$ cat config.mk
export PLATFORM = sky130hd
export DESIGN_NAME = ps2_rx
export DESIGN_NICKNAME = d
export VERILOG_FILES = /design/src/rtl/ps2_rx_pkg.sv /design/src/rtl/ps2_rx_filter.sv /design/src/rtl/ps2_rx.sv
export SDC_FILE = /design/constraint.sdc
export NUM_CORES = 1
export LEC_CHECK = 0
export CAP_MARGIN = 20
export CORE_ASPECT_RATIO = 0.6
export CORE_MARGIN = 4
export CORE_UTILIZATION = 57
export DETAILED_ROUTE_END_ITERATION = 10
export PLACE_DENSITY = 0.88
export SYNTH_ARGS = -nofsm -noshare
export SYNTH_HDL_FRONTEND = slang
export SYNTH_SLANG_ARGS = --single-unit
$ cat constraint.sdc
create_clock -name clk -period 2.9 [get_ports clk]
set_clock_uncertainty 0.15 [all_clocks]
set_input_delay 0.58 -clock clk [delete_from_list [all_inputs] [get_ports clk]]
set_output_delay 0.58 -clock clk [all_outputs]
set_load 0.02 [all_outputs]
$ cat src/rtl/ps2_rx_pkg.sv
// ps2_pkg: shared types and constants for the PS/2 receive path.
// Frame layout (device to host): start(0), 8 data bits LSB first, odd parity, stop(1).
`timescale 1ns/1ps
package ps2_pkg;

   // Receiver FSM encoding
   typedef enum logic [1:0] {
      ST_IDLE = 2'd0,
      ST_DPS  = 2'd1,
      ST_LOAD = 2'd2
   } ps2_state_e;

   localparam int FRAME_BITS = 11;
   localparam int DATA_BITS  = 8;
   // Bits captured after the start bit: data, parity, stop
   localparam int SHIFT_BITS = FRAME_BITS - 1;

   // Scan-code prefixes consumed by the flag and decoder stages
   localparam logic [7:0] BREAK_CODE = 8'hF0;
   localparam logic [7:0] EXT_CODE   = 8'hE0;

   // Odd parity holds when data plus parity bit contain an odd number of ones
   function automatic logic odd_parity_ok(input logic [DATA_BITS:0] v);
      return ^v;
   endfunction

endpackage

$ cat src/rtl/ps2_rx_filter.sv
// ps2_filter: 2-FF synchronisers on ps2c/ps2d, FILTER_LEN-deep debounce on the
// clock line, and a one-cycle fall_edge pulse on the filtered clock.
// Raw ps2c fall to fall_edge asserted: 2 + FILTER_LEN clock edges.
`timescale 1ns/1ps
module ps2_filter #(
   parameter int FILTER_LEN = 8
) (
   input  logic clk,
   input  logic reset,
   input  logic ps2c,
   input  logic ps2d,
   output logic ps2d_s,
   output logic fall_edge
);

   logic                  c_meta_q, c_sync_q;
   logic                  d_meta_q, d_sync_q;
   logic [FILTER_LEN-1:0] filt_q, filt_d;
   logic                  fclk_q, fclk_d;
   logic                  fall_q, fall_d;

   // Debounce: the filtered clock only moves once the whole window agrees
   always_comb begin
      filt_d = {filt_q[FILTER_LEN-2:0], c_sync_q};
      fclk_d = fclk_q;
      fall_d = 1'b0;
      if (&filt_d) begin
         fclk_d = 1'b1;
      end else if (~|filt_d) begin
         fclk_d = 1'b0;
      end
      fall_d = fclk_q & ~fclk_d;
   end

   // Synchronisers and filter state; idle line is high so everything resets to 1
   always_ff @(posedge clk or posedge reset) begin
      if (reset) begin
         c_meta_q <= 1'b1;
         c_sync_q <= 1'b1;
         d_meta_q <= 1'b1;
         d_sync_q <= 1'b1;
         filt_q   <= '1;
         fclk_q   <= 1'b1;
         fall_q   <= 1'b0;
      end else begin
         c_meta_q <= ps2c;
         c_sync_q <= c_meta_q;
         d_meta_q <= ps2d;
         d_sync_q <= d_meta_q;
         filt_q   <= filt_d;
         fclk_q   <= fclk_d;
         fall_q   <= fall_d;
      end
   end

   assign ps2d_s    = d_sync_q;
   assign fall_edge = fall_q;

endmodule

$ cat src/rtl/ps2_rx.sv
// ps2_rx: PS/2 device-to-host frame receiver.
// Deserialises start/8 data/parity/stop on filtered ps2c falling edges and
// emits a one-cycle rx_done_tick with dout holding the new scan code.
// Build option: define PS2_PARITY_CHECK_EN to reject frames with bad odd parity
// (parity_err pulse); otherwise parity is ignored and parity_err stays 0.
// Handshake: rx_done_tick, parity_err and frame_err are mutually exclusive
// single-cycle pulses; dout is valid while rx_done_tick is high and holds
// until the next good frame.
`timescale 1ns/1ps
module ps2_rx
   import ps2_pkg::*;
#(
   parameter int FILTER_LEN  = 8,
   parameter int TIMEOUT_CYC = 100000
) (
   input  logic             clk,
   input  logic             reset,
   input  logic             ps2d,
   input  logic             ps2c,
   input  logic             rx_en,
   output logic [7:0]       dout,
   output logic             rx_done_tick,
   output logic             parity_err,
   output logic             frame_err,
   output ps2_state_e       dbg_state
);

   localparam int TW = $clog2(TIMEOUT_CYC);
   // Last count value before the abort fires; abort lands TIMEOUT_CYC-1 cycles after the last edge
   localparam logic [TW-1:0] TMO_LAST = TW'(TIMEOUT_CYC - 2);

   logic ps2d_s, fall_edge;

   ps2_filter #(.FILTER_LEN(FILTER_LEN)) u_filter (
      .clk       (clk),
      .reset     (reset),
      .ps2c      (ps2c),
      .ps2d      (ps2d),
      .ps2d_s    (ps2d_s),
      .fall_edge (fall_edge)
   );

   ps2_state_e           state_q, state_d;
   logic [3:0]           n_q, n_d;
   logic [SHIFT_BITS-1:0] b_q, b_d;
   logic [TW-1:0]        tmo_q, tmo_d;
   logic [7:0]           dout_q, dout_d;
   logic                 done_q, done_d;
   logic                 perr_q, perr_d;
   logic                 ferr_q, ferr_d;
   logic                 parity_bad;

   // Next-state and result decode; outcome pulses are registered so they
   // appear in the LOAD cycle, one cycle after the stop-bit edge
   always_comb begin
      state_d    = state_q;
      n_d        = n_q;
      b_d        = b_q;
      tmo_d      = tmo_q;
      dout_d     = dout_q;
      done_d     = 1'b0;
      perr_d     = 1'b0;
      ferr_d     = 1'b0;
      parity_bad = 1'b0;
      case (state_q)
         ST_IDLE: begin
            if (fall_edge && rx_en && !ps2d_s) begin
               n_d     = 4'd0;
               tmo_d   = '0;
               state_d = ST_DPS;
            end
         end
         ST_DPS: begin
            if (fall_edge) begin
               b_d   = {ps2d_s, b_q[SHIFT_BITS-1:1]};
               n_d   = n_q + 4'd1;
               tmo_d = '0;
`ifdef PS2_PARITY_CHECK_EN
               parity_bad = !odd_parity_ok(b_d[DATA_BITS:0]);
`else
               parity_bad = 1'b0;
`endif
               // Tenth shift carries the stop bit
               if (n_q == 4'd9) begin
                  state_d = ST_LOAD;
                  if (!b_d[SHIFT_BITS-1]) begin
                     ferr_d = 1'b1;
                  end else if (parity_bad) begin
                     perr_d = 1'b1;
                  end else begin
                     done_d = 1'b1;
                     dout_d = b_d[DATA_BITS-1:0];
                  end
               end
            end else if (tmo_q == TMO_LAST) begin
               ferr_d  = 1'b1;
               state_d = ST_IDLE;
            end else begin
               tmo_d = tmo_q + 1'b1;
            end
         end
         ST_LOAD: begin
            state_d = ST_IDLE;
         end
         default: begin
            state_d = ST_IDLE;
         end
      endcase
   end

   // State and datapath registers
   always_ff @(posedge clk or posedge reset) begin
      if (reset) begin
         state_q <= ST_IDLE;
         n_q     <= 4'd0;
         b_q     <= '0;
         tmo_q   <= '0;
         dout_q  <= 8'h00;
         done_q  <= 1'b0;
         perr_q  <= 1'b0;
         ferr_q  <= 1'b0;
      end else begin
         state_q <= state_d;
         n_q     <= n_d;
         b_q     <= b_d;
         tmo_q   <= tmo_d;
         dout_q  <= dout_d;
         done_q  <= done_d;
         perr_q  <= perr_d;
         ferr_q  <= ferr_d;
      end
   end

   assign dout         = dout_q;
   assign rx_done_tick = done_q;
   assign parity_err   = perr_q;
   assign frame_err    = ferr_q;
   assign dbg_state    = state_q;

endmodule

[Word level (Yosys, flattened, before mapping)]
Index checks and enable logic that the tools add are counted.
Word-level totals
  output and inout bits: 13
  bits in registers: 56
Operators by class
  muxes and demuxes: 23
  reduce and logical (&&, ||, !) cells: 12
  $add $sub $neg: 2
  eq/ne operators: 8
  bitwise logic cells: 2
Operator list (number)
  $mux W17: 3
  $pmux W17 S2: 1
  $add A17 B1 Y17 const B: 1
  $eq A17 B17 Y1 const B: 1
  $mux W1: 11
  $reduce_and A3 Y1: 3
  $mux W2: 4
  $mux W4: 2
  $pmux W4 S2: 1
  $reduce_and A8 Y1: 1
  $reduce_or A8 Y1: 1
  $ne A3 B2 Y1 const B: 2
  $add A4 B1 Y4 const B: 1
  $eq A4 B4 Y1 const B: 1
  $pmux W2 S2: 1
  $reduce_and A4 Y1: 1
  $ne A3 B3 Y1 const B: 1
  $eq A2 B1 Y1 const B: 1
  $logic_and A1 B1 Y1: 2
  $logic_not A2 Y1: 1
  $ne A2 B1 Y1 const B: 1
  $ne A2 B2 Y1 const B: 1
  $reduce_and A2 Y1: 1
  $reduce_bool A2 Y1: 1
  3 further kinds: 3

[Logic depth before layout (Yosys ltp)]
  depth in word-level cells: 5
  mapped depth: 7

[Cells and area by module]
A second synthesis with hierarchy kept.
Unflattened totals
  cell total of the unflattened synthesis: 223
  area total of the unflattened synthesis: 2482.4 µm²
Modules (own cells, without submodules)
  ps2_rx: seq. area each 1051.0 µm², area an instance 2082.0 µm², times used 1, cells each 202
  ps2_filter: seq. area each 340.3 µm², area an instance 400.4 µm², times used 1, cells each 21

[Worst setup path before layout]
Ideal clock, no wire load.
  path type: reg-to-reg
  start: register tmo_q[5]
  end: register tmo_q[5]
  slack: 846 ps
  library setup time: 121 ps
  clock period less this slack: 2054 ps
  required time: 2629 ps
  stages on the path, launching flop included: 6
  data arrival time: 1783 ps
  cells stage by stage: dfrtp_1 > or4_1 > nor4_4 > a21oi_2 > a21o_2 > a22o_2
Between the ends
  cells in the longest elaborated chain, start to end: 4
  elaborated cells between the ends (all ways): 7
Ends and longest elaborated chain
  start, declared: line ps2_rx.sv:46  | logic [TW-1:0] tmo_q, tmo_d;
  start signal, assigned: line ps2_rx.sv:126  | tmo_q <= tmo_d;
  $add A17 B1 Y17: line ps2_rx.sv:99  | tmo_d = tmo_q + 1'b1;
  $mux W17: line ps2_rx.sv:95  | end else if (tmo_q == TMO_LAST) begin
  $mux W17: line ps2_rx.sv:74  | if (fall_edge) begin
  $pmux W17 S2: line ps2_rx.sv:65  | case (state_q)
Several ways; a longest one is shown, not always the timed one. The select of a mux whose other input is x is not followed.
A chain may end at the register's enable or synchronous reset.

[Worst setup path in the final report]
  start: register tmo_q[5]
  end: register tmo_q[15]
Same word-level chain as after synthesis.

==> run metrics <==
Synth async-reset ratio=100%; initial antenna violation count=0; critical path launch point type=register; Synth top area share=45.2%; via count=1,627; status=finished, final reports clean; DRC violations left=0; Final Max Tran Viols=0; Yosys warnings=0; P_sw=0.635 mW; Port Buffers=16; Met3 Wirelength=173 µm; Arr. time, crit path=2.38 ns; first-pass GRT wire length=8.21 mm; CTS Buf Count=5; Final Hold Viols=0; Crit path required time=2.92 ns; power density cells=696 nW/µm²; Layout area overhead=14.2%; P_int=1.26 mW; Placement Rows=17; area leader, netlist=dfrtp_1; Reg2Reg Depth=5; largest net degree at the start of global routing=56; core area=3850 µm²; starting density of the core=61.9%; CTS H-Tree Depth=2; Post-DP HPWL=3.33 mm; sw frac=33.5%; vias in the first global route=1,661; Pwr Total=1.89 mW; GRT Overall Usage=19.9%; wire length on met2=2.21 mm; Top Metal Used=met4; fmax=422 MHz; RSZ-0062 raised after global routing=false; post_cts resized=0; TNS Setup=0 ns; synth cell count leaders=dfrtp_1 (43), nand2_1 (26), mux2_2 (17); maximum root-to-sink buffer count=2; Tmin final=2.37 ns; cells after synthesis=208; io pins=18; detailed-route wire length=4.76 mm; Layout fillers=256; remaining antenna violation count=0; leading post-synthesis cells by cell area=dfrtp_1 (45%), dfstp_2 (13%), mux2_2 (8.0%), nand2_1 (4.1%), nand3_1 (3.2%); wire length per cell=16.5 µm; hold buffer count at cts=0; Pleak=1.23 nW; count of final setup violators=0; clock slew at reported path FFs=0.10 ns; final period utilization=81.7%; Via density=5.65; post-synth cell types=39; IR Drop Worst-Case VDD=0.000328 V; Post-CTS Setup Bufs=0; wire length on met1=2.29 mm; 1st-pass router iterations=4; hold depth=0; TritonCTS clock tree=done; Nets=239; antenna diode count=0; Syn Std Cell Area=2380 µm²; Post-synth EDFFs=0; Synth Flop Type=dfrtp_1; Die Area=5310 µm²; layout cells sized above 1=20.3%; Die W=91.5 µm; most frequent cell after synthesis=dfrtp_1; critical path class=register to register; Reg power frac=58.1%; HP Class=register to register; DRT iter0 DRCs=186; GP Congestion=0.835; crit end category=register; crit-path max FO=11; Root Driver=clkbuf_8; die height=58.1 µm; Max Cap Viol=0; synthesized area per cell=11.5 µm²; Skew-Pair Late Insertion Delay=0.31 ns; clock power share=23.7%; Logic pwr share=18.2%; post-synthesis sequential area ratio=58.4%; global route overflow=0; Syn Nets=217; CTS Sinks=55; Yosys reg bits=55
## layout make-up
type	instances	area (µm²)	share of cell area [%]
flip-flops and latches	55	1390	51.1
multi-input cells	140	930	34.2
repair buffers	19	195	7.18
clock buffers	6	82.6	3.04
well taps	57	71.3	2.62
inverters	9	33.8	1.24
clock inverters	2	16.3	0.598
## power by group through the flow
stage          clock network (mW)  registers [mW]  logic (mW)
6_report                    0.449            1.10       0.344
5_1_grt                     0.494            1.12       0.390
4_1_cts                     0.454            1.09       0.348
3_5_place_dp                    0            1.10       0.339
3_3_place_gp                    0            1.09       0.309
2_1_floorplan                   0            1.05       0.264
## cell usage in the layout (no fill, tap or decap), types with 3 or more instances in the layout
cell / Yosys / routed
mux2_2: 17 / 17
xnor2_1: 4 / 4
clkdlybuf4s50_1: 0 / 16
nand2_1: 26 / 26
or3_1: 3 / 3
clkbuf_8: 0 / 6
nor3_1: 5 / 5
inv_1: 9 / 8
and4_1: 3 / 3
a21oi_1: 6 / 6
and3_1: 6 / 6
nor2_1: 8 / 8
dfstp_2: 12 / 12
nand3_1: 15 / 15
o21ai_0: 15 / 15
nand3b_1: 4 / 4
ha_1: 4 / 4
dfrtp_1: 43 / 43
## logic make-up after synthesis
| group | count (synthesis) | synth area share, % |
|---|---|---|
| adders and majority gates | 4 | 2.10 |
| xor gates and xnor gates | 6 | 2.21 |
| buffers and inverters | 13 | 2.57 |
| other | 1 | 0.157 |
| DFF | 55 | 58.4 |
| muxes | 18 | 8.46 |
| and+or+nand+nor | 78 | 17.4 |
| AOI/OAI and AO/OA | 33 | 8.72 |
## critical path, cell delays in order, from the launching register on
cell and delay [ns]:
dfrtp_1 0.45, or4_1 0.59, nor4_4 0.32, nand2_1 0.15
nand2_1 0.34, o311ai_0 0.21
## per-stage QoR
stage	util (%)	cells	setup slack [ns]	hold slack [ns]	area [µm²]
final	70.7	288	0.532	0.211	2720
after global routing	70.7	288	0.397	0.219	2720
after CTS	70.7	288	0.547	0.214	2720
after detailed placement	68.1	280	0.542	0.199	2620
after global placement	68.1	280	0.567	0.196	2620
after floorplan	-	208	0.846	0.195	2380
## per-layer routing
layer | vias to the layer above | track usage (%)
met1 | 803 | 27.7
met5 | - | 0
li1 | 776 | -
met2 | 38 | 30.8
met4 | 0 | 7.30
met3 | 10 | 4.41
## sequential cells by signal (all words and copies together) (netlist names), 2 cells and up
register / cells
dbg_state: 2
b_q: 9
n_q: 4
tmo_q: 17
dout: 8
u_filter.filt_q: 7
## path summary, 6_finish.rpt
| kind | from | end | slack (ns) |
|---|---|---|---|
| worst max-delay path | tmo_q[5] | tmo_q[15] | 0.53 |
| worst min-delay path | u_filter.d_meta_q | u_filter.ps2d_s | 0.21 |
| worst max register to register | tmo_q[5] | tmo_q[15] | 0.53 |
| worst min register to register | u_filter.d_meta_q | u_filter.ps2d_s | 0.21 |
| max in group asynchronous | reset | u_filter.d_meta_q | 1.84 |
| min in group asynchronous | reset | b_q[6] | 0.47 |
No activity file was read; power rests on OpenSTA's default activity.
